**src/rtl/tdm_pkg.sv**
```systemverilog
// Shared types and frame geometry for the 4-channel TDM demultiplexer.
// Frame length depends on TDM_DEMUX_PARITY_EN (adds a trailing parity slot).
package tdm_pkg;

    typedef enum logic {
        TDM_HUNT   = 1'b0,
        TDM_LOCKED = 1'b1
    } tdm_state_e;

    localparam int TDM_DATA_SLOTS = 4;

`ifdef TDM_DEMUX_PARITY_EN
    localparam int TDM_NS = TDM_DATA_SLOTS + 1;
`else
    localparam int TDM_NS = TDM_DATA_SLOTS;
`endif

    localparam int TDM_SLOT_W = $clog2(TDM_NS);
    localparam logic [TDM_SLOT_W-1:0] TDM_LAST_SLOT = TDM_SLOT_W'(TDM_NS - 1);

endpackage

```
**src/rtl/tdm_demux4.sv**
```systemverilog
// Four-channel TDM demultiplexer with frame-lock tracking and atomic output update.
// Optional even-parity slot enabled by defining TDM_DEMUX_PARITY_EN.
//
// state      | meaning
// TDM_HUNT   | waiting for a beat with fsync to start a frame
// TDM_LOCKED | aligned; collecting slots, expecting fsync at slot 0
module tdm_demux4
    import tdm_pkg::*;
#(
    parameter int W = 1
) (
    input  logic         clk,
    input  logic         rst_n,
    input  logic [W-1:0] din,
    input  logic         din_valid,
    input  logic         fsync,
    output logic [W-1:0] out0,
    output logic [W-1:0] out1,
    output logic [W-1:0] out2,
    output logic [W-1:0] out3,
    output logic         frame_valid,
    output logic         locked,
    output logic         parity_err
);

    tdm_state_e            state_q, state_d;
    logic [TDM_SLOT_W-1:0] slot_q, slot_d;
    logic [W-1:0]          sh0_q, sh0_d, sh1_q, sh1_d, sh2_q, sh2_d;
    logic [W-1:0]          out0_q, out0_d, out1_q, out1_d, out2_q, out2_d, out3_q, out3_d;
    logic                  frame_valid_q, frame_valid_d;
    logic                  locked_q, locked_d;
`ifdef TDM_DEMUX_PARITY_EN
    logic [W-1:0]          sh3_q, sh3_d;
    logic                  parity_err_q, parity_err_d;
`endif

    always_comb begin
        state_d       = state_q;
        slot_d        = slot_q;
        sh0_d         = sh0_q;
        sh1_d         = sh1_q;
        sh2_d         = sh2_q;
        out0_d        = out0_q;
        out1_d        = out1_q;
        out2_d        = out2_q;
        out3_d        = out3_q;
        frame_valid_d = 1'b0;
`ifdef TDM_DEMUX_PARITY_EN
        sh3_d         = sh3_q;
        parity_err_d  = 1'b0;
`endif
        if (din_valid) begin
            // fsync always restarts the frame, whether hunting, early or on time
            if (fsync) begin
                sh0_d   = din;
                slot_d  = TDM_SLOT_W'(1);
                state_d = TDM_LOCKED;
            end else if (state_q == TDM_LOCKED) begin
                if (slot_q == '0) begin
                    state_d = TDM_HUNT;
                    slot_d  = '0;
                end else if (slot_q == TDM_LAST_SLOT) begin
                    slot_d = '0;
`ifdef TDM_DEMUX_PARITY_EN
                    if ((^{sh0_q, sh1_q, sh2_q, sh3_q}) == din[0]) begin
                        out0_d        = sh0_q;
                        out1_d        = sh1_q;
                        out2_d        = sh2_q;
                        out3_d        = sh3_q;
                        frame_valid_d = 1'b1;
                    end else begin
                        parity_err_d  = 1'b1;
                    end
`else
                    out0_d        = sh0_q;
                    out1_d        = sh1_q;
                    out2_d        = sh2_q;
                    out3_d        = din;
                    frame_valid_d = 1'b1;
`endif
                end else begin
                    if (slot_q == TDM_SLOT_W'(1)) begin
                        sh1_d = din;
                    end else if (slot_q == TDM_SLOT_W'(2)) begin
                        sh2_d = din;
                    end
`ifdef TDM_DEMUX_PARITY_EN
                    else begin
                        sh3_d = din;
                    end
`endif
                    slot_d = slot_q + TDM_SLOT_W'(1);
                end
            end
        end
        locked_d = (state_d == TDM_LOCKED);
    end

    always_ff @(posedge clk) begin
        if (!rst_n) begin
            state_q       <= TDM_HUNT;
            slot_q        <= '0;
            sh0_q         <= '0;
            sh1_q         <= '0;
            sh2_q         <= '0;
            out0_q        <= '0;
            out1_q        <= '0;
            out2_q        <= '0;
            out3_q        <= '0;
            frame_valid_q <= 1'b0;
            locked_q      <= 1'b0;
`ifdef TDM_DEMUX_PARITY_EN
            sh3_q         <= '0;
            parity_err_q  <= 1'b0;
`endif
        end else begin
            state_q       <= state_d;
            slot_q        <= slot_d;
            sh0_q         <= sh0_d;
            sh1_q         <= sh1_d;
            sh2_q         <= sh2_d;
            out0_q        <= out0_d;
            out1_q        <= out1_d;
            out2_q        <= out2_d;
            out3_q        <= out3_d;
            frame_valid_q <= frame_valid_d;
            locked_q      <= locked_d;
`ifdef TDM_DEMUX_PARITY_EN
            sh3_q         <= sh3_d;
            parity_err_q  <= parity_err_d;
`endif
        end
    end

    assign out0        = out0_q;
    assign out1        = out1_q;
    assign out2        = out2_q;
    assign out3        = out3_q;
    assign frame_valid = frame_valid_q;
    assign locked      = locked_q;
`ifdef TDM_DEMUX_PARITY_EN
    assign parity_err  = parity_err_q;
`else
    assign parity_err  = 1'b0;
`endif

endmodule
```
**config.mk**
```make
export PLATFORM = sky130hd
export DESIGN_NAME = tdm_demux4
export DESIGN_NICKNAME = d
export VERILOG_FILES = /design/src/rtl/tdm_pkg.sv /design/src/rtl/tdm_demux4.sv
export SDC_FILE = /design/constraint.sdc
export NUM_CORES = 1
export LEC_CHECK = 0
export ABC_AREA = 1
export CAP_MARGIN = 5
export CORE_AREA = 2 2 39 41
export CTS_CLUSTER_SIZE = 28
export DETAILED_ROUTE_END_ITERATION = 8
export DIE_AREA = 0 0 41 43
export GPL_ROUTABILITY_DRIVEN = 1
export PLACE_DENSITY = 0.79
export SYNTH_ARGS = -nofsm -noshare
export SYNTH_HDL_FRONTEND = slang
export SYNTH_SLANG_ARGS = --single-unit
```
**constraint.sdc**
```tcl
create_clock -name clk -period 2.8 [get_ports clk]
set_input_delay 0.42 -clock clk [delete_from_list [all_inputs] [get_ports clk]]
set_output_delay 0.42 -clock clk [all_outputs]
set_load 0.05 [all_outputs]
```
==> flow_summary_export.csv <==
group,metric,value,unit
layout,fillers,133,
logic_synthesis,synth_top_area_share,38.77,%
route,num_vias,487,
place,port_buffers,10,
logic_synthesis,synth_seq_cells,11,
logic_synthesis,syn_nets,91,
global_routing,grt_max_degree,10,
global_routing,grt_pass1_wl,1573,µm
logic_synthesis,synth-seq-area-share,38.77,%
timing,finalHoldViolations,0,
clock_tree,insertion_delay,260,ps
floorplan,chipWidth,41,µm
clock_tree,cts.reportedPaths.clkPinSlew,70,ps
timing,fmax,518.1,MHz
clock_tree,postCtsSetupBuffers,0,
hold_path,holdPathEnd,"sh0_q$_SDFFE_PN0P_",
layout,layout_common_cells,"nand2_1, nor2_1, inv_1, dfxtp_1, clkdlybuf4s50_1",
critical_path,required,2380,ps
critical_path,slowest_delay,830,ps
place,hpwl,754.5,µm
logic_synthesis,avgSynthCellArea,7.013,µm²
place,place_area,669.4,µm²
layout,final_layout_size_suffix_gt1_share,6.452,%
critical_path,critPathCaptureType,"output pin",
critical_path,regToRegEndpoint,"out0$_SDFFE_PN0P_",
critical_path,worstPathMaxFanout,5,
clock_tree,cts_hold_buf,0,
critical_path,crit_chain,"clkdlybuf4s50_1",
floorplan,pin_count,12,
hold_path,min_path_type,"flip-flop to flip-flop",
critical_path,path_class,"flip-flop to output pin",
clock_tree,root_buffer,"clkbuf_4",
timing,setup_viol,0,
route,drt-total-wl,947,µm
global_routing,grt_pass1_vias,412,
critical_path,path_delay_family,"buffers and inverters",
critical_path,rr_startpoint,"slot_q[0]$_SDFFE_PN0P_",
critical_path,r2r_slack,1490,ps
clock_tree,clockBufferDepth,2,
clock_tree,ctsResizeCount,0,
logic_synthesis,ys_types,14,
hold_path,hold_depth,2,
logic_synthesis,netlist_area,568.0,µm²
layout,final_core_util,50.27,%
floorplan,dieHeight,43,µm
timing,fin_crit_sh,68.93,%
timing,drv_slew,0,
logic_synthesis,yosysTopAreaCell,"dfxtp_1",
route,ant_nets,0,
route,drt_iter0_drc,21,
route,wire_per_inst,8.688,µm
job,max_cap_violations,0,
logic_synthesis,syn_inst,81,
timing,skew,0.3752,ps
floorplan,start_util,41.05,%
route,remaining_drc_errors,0,
critical_path,arrival,1510,ps
global_routing,antenna_found_initial,0,
critical_path,rr_worst_depth,7,
critical_path,crit_path_start_kind,"flip-flop",
power,p_leak,0.3386,nW
floorplan,core,1384,µm²
clock_tree,cts.sinks,11,
clock_tree,cts_tree,"built",
global_routing,gr-total-overflow,0,
critical_path,path_buf_inv,1,
timing,setup_tns,0,ps
clock_tree,cts_buffers,3,
clock_tree,htreeDepth,1,
power,powerDensity,432.1,nW/µm²
logic_synthesis,yosysWarnings,0,
route,dr.pass1.iters,4,
run_status,status,"complete, no violations",
place,gp_congestion,0.8274,
layout,n_antenna_cell,0,
timing,grt_setup_unrepaired,"no",
hold_path,hold_path.startpoint,"sh0_q$_SDFFE_PN0P_",
critical_path,crit_path_top_delay_cell,"clkdlybuf4s50_1",
floorplan,die_area,1763,µm²
layout,design_area,695.7,µm²
layout,final_common_cell,"nand2_1",
route,via_per_inst,4.468,
power,power,0.3006,mW
floorplan,rows,14,
layout,synthToLayoutAreaGrowth,22.47,%
timing,fin_crit,1930,ps
layout,finalNetCount,104,
power,ir_worst_vdd,0.2627,mV
logic_synthesis,synth_area_leaders,"dfxtp_1, nand2_1, ha_1",
global_routing,grt_usage,13.47,%
## cell type report
class | count | area, µm² | share of cell area [%]
clock buffers | 4 | 26.28 | 3.777
inverters | 13 | 48.80 | 7.014
multi-input cells | 55 | 280.3 | 40.29
flip-flops and latches | 11 | 220.2 | 31.65
well taps | 16 | 20.02 | 2.878
repair buffers | 10 | 100.1 | 14.39
## synth_stat cells
| library cell | count |
|---|---|
| nand3_1 | 5 |
| nand2_2 | 1 |
| nand3_4 | 1 |
| dfxtp_1 | 11 |
| nor2_1 | 16 |
| conb_1 | 1 |
| ha_1 | 5 |
| buf_6 | 1 |
| inv_1 | 12 |
| a21oi_1 | 4 |
| buf_4 | 1 |
| inv_2 | 1 |
| nand2_1 | 21 |
| nand4_1 | 1 |
## registers in the layout (all words and copies together) (netlist names)
name and flops:
sh2_q 1, sh0_q 1, locked 1, out3 1, frame_valid 1, out1 1, out2 1, out0 1
slot_q 2, sh1_q 1
## cell families (layout without fill, tap and decap cells)
kind of cell | Yosys count | in the layout | share of synthesized area (%)
AO/OA/AOI/OAI | 4 | 4 | 3.524
AND/OR/NAND/NOR | 45 | 45 | 34.14
flip-flops | 11 | 11 | 38.77
other | 1 | 1 | 0.6602
adder cells (fa/ha/maj) | 5 | 5 | 11.01
buffers and inverters | 15 | 27 | 11.89
## power by group
part | total, mW | internal (mW) | leakage [nW] | switching (mW)
registers | 0.162 | 0.159 | 0.0891 | 0.00272
logic | 0.0327 | 0.0121 | 0.234 | 0.0207
clock network | 0.106 | 0.0551 | 0.0150 | 0.0511
## routing by layer
layer	up-vias	global-route usage [%]	wire, µm
met5	-	0	0
met4	0	4.000	0
met3	0	7.853	69
met2	13	19.06	439
met1	207	16.77	439
li1	267	-	-
## worst reg2reg max path, cell delays in order, from the launching register on
cell	delay (ps)
dfxtp_1	380
inv_1	100
ha_1	230
nor2_1	170
nand3_4	140
nand2_1	80
nand2_1	50
nor2_1	100
## worst max-delay path by stage
| stage | end | startpoint | cells after the start | slack [ps] |
|---|---|---|---|---|
| after floorplan | out0$_SDFFE_PN0P_ | locked$_SDFFE_PN0P_ | 5 | 1540 |
| after global placement | locked | locked$_SDFFE_PN0P_ | 1 | 1180 |
| after detailed placement | locked | locked$_SDFFE_PN0P_ | 1 | 1160 |
| after CTS | locked | locked$_SDFFE_PN0P_ | 1 | 870 |
| after global routing | locked | locked$_SDFFE_PN0P_ | 1 | 820 |
| final | locked | locked$_SDFFE_PN0P_ | 1 | 870 |
## through the flow
| stage | cells | worst slack (ps) | hold WS (ps) |
|---|---|---|---|
| after floorplan | 81 | 1538 | 440.9 |
| after global placement | 105 | 1185 | 452.5 |
| after detailed placement | 105 | 1163 | 461.1 |
| after CTS | 109 | 868.6 | 474.4 |
| after global routing | 109 | 819.3 | 504.2 |
| final | 109 | 869.8 | 474.4 |
(Power assumes the default switching activity.)
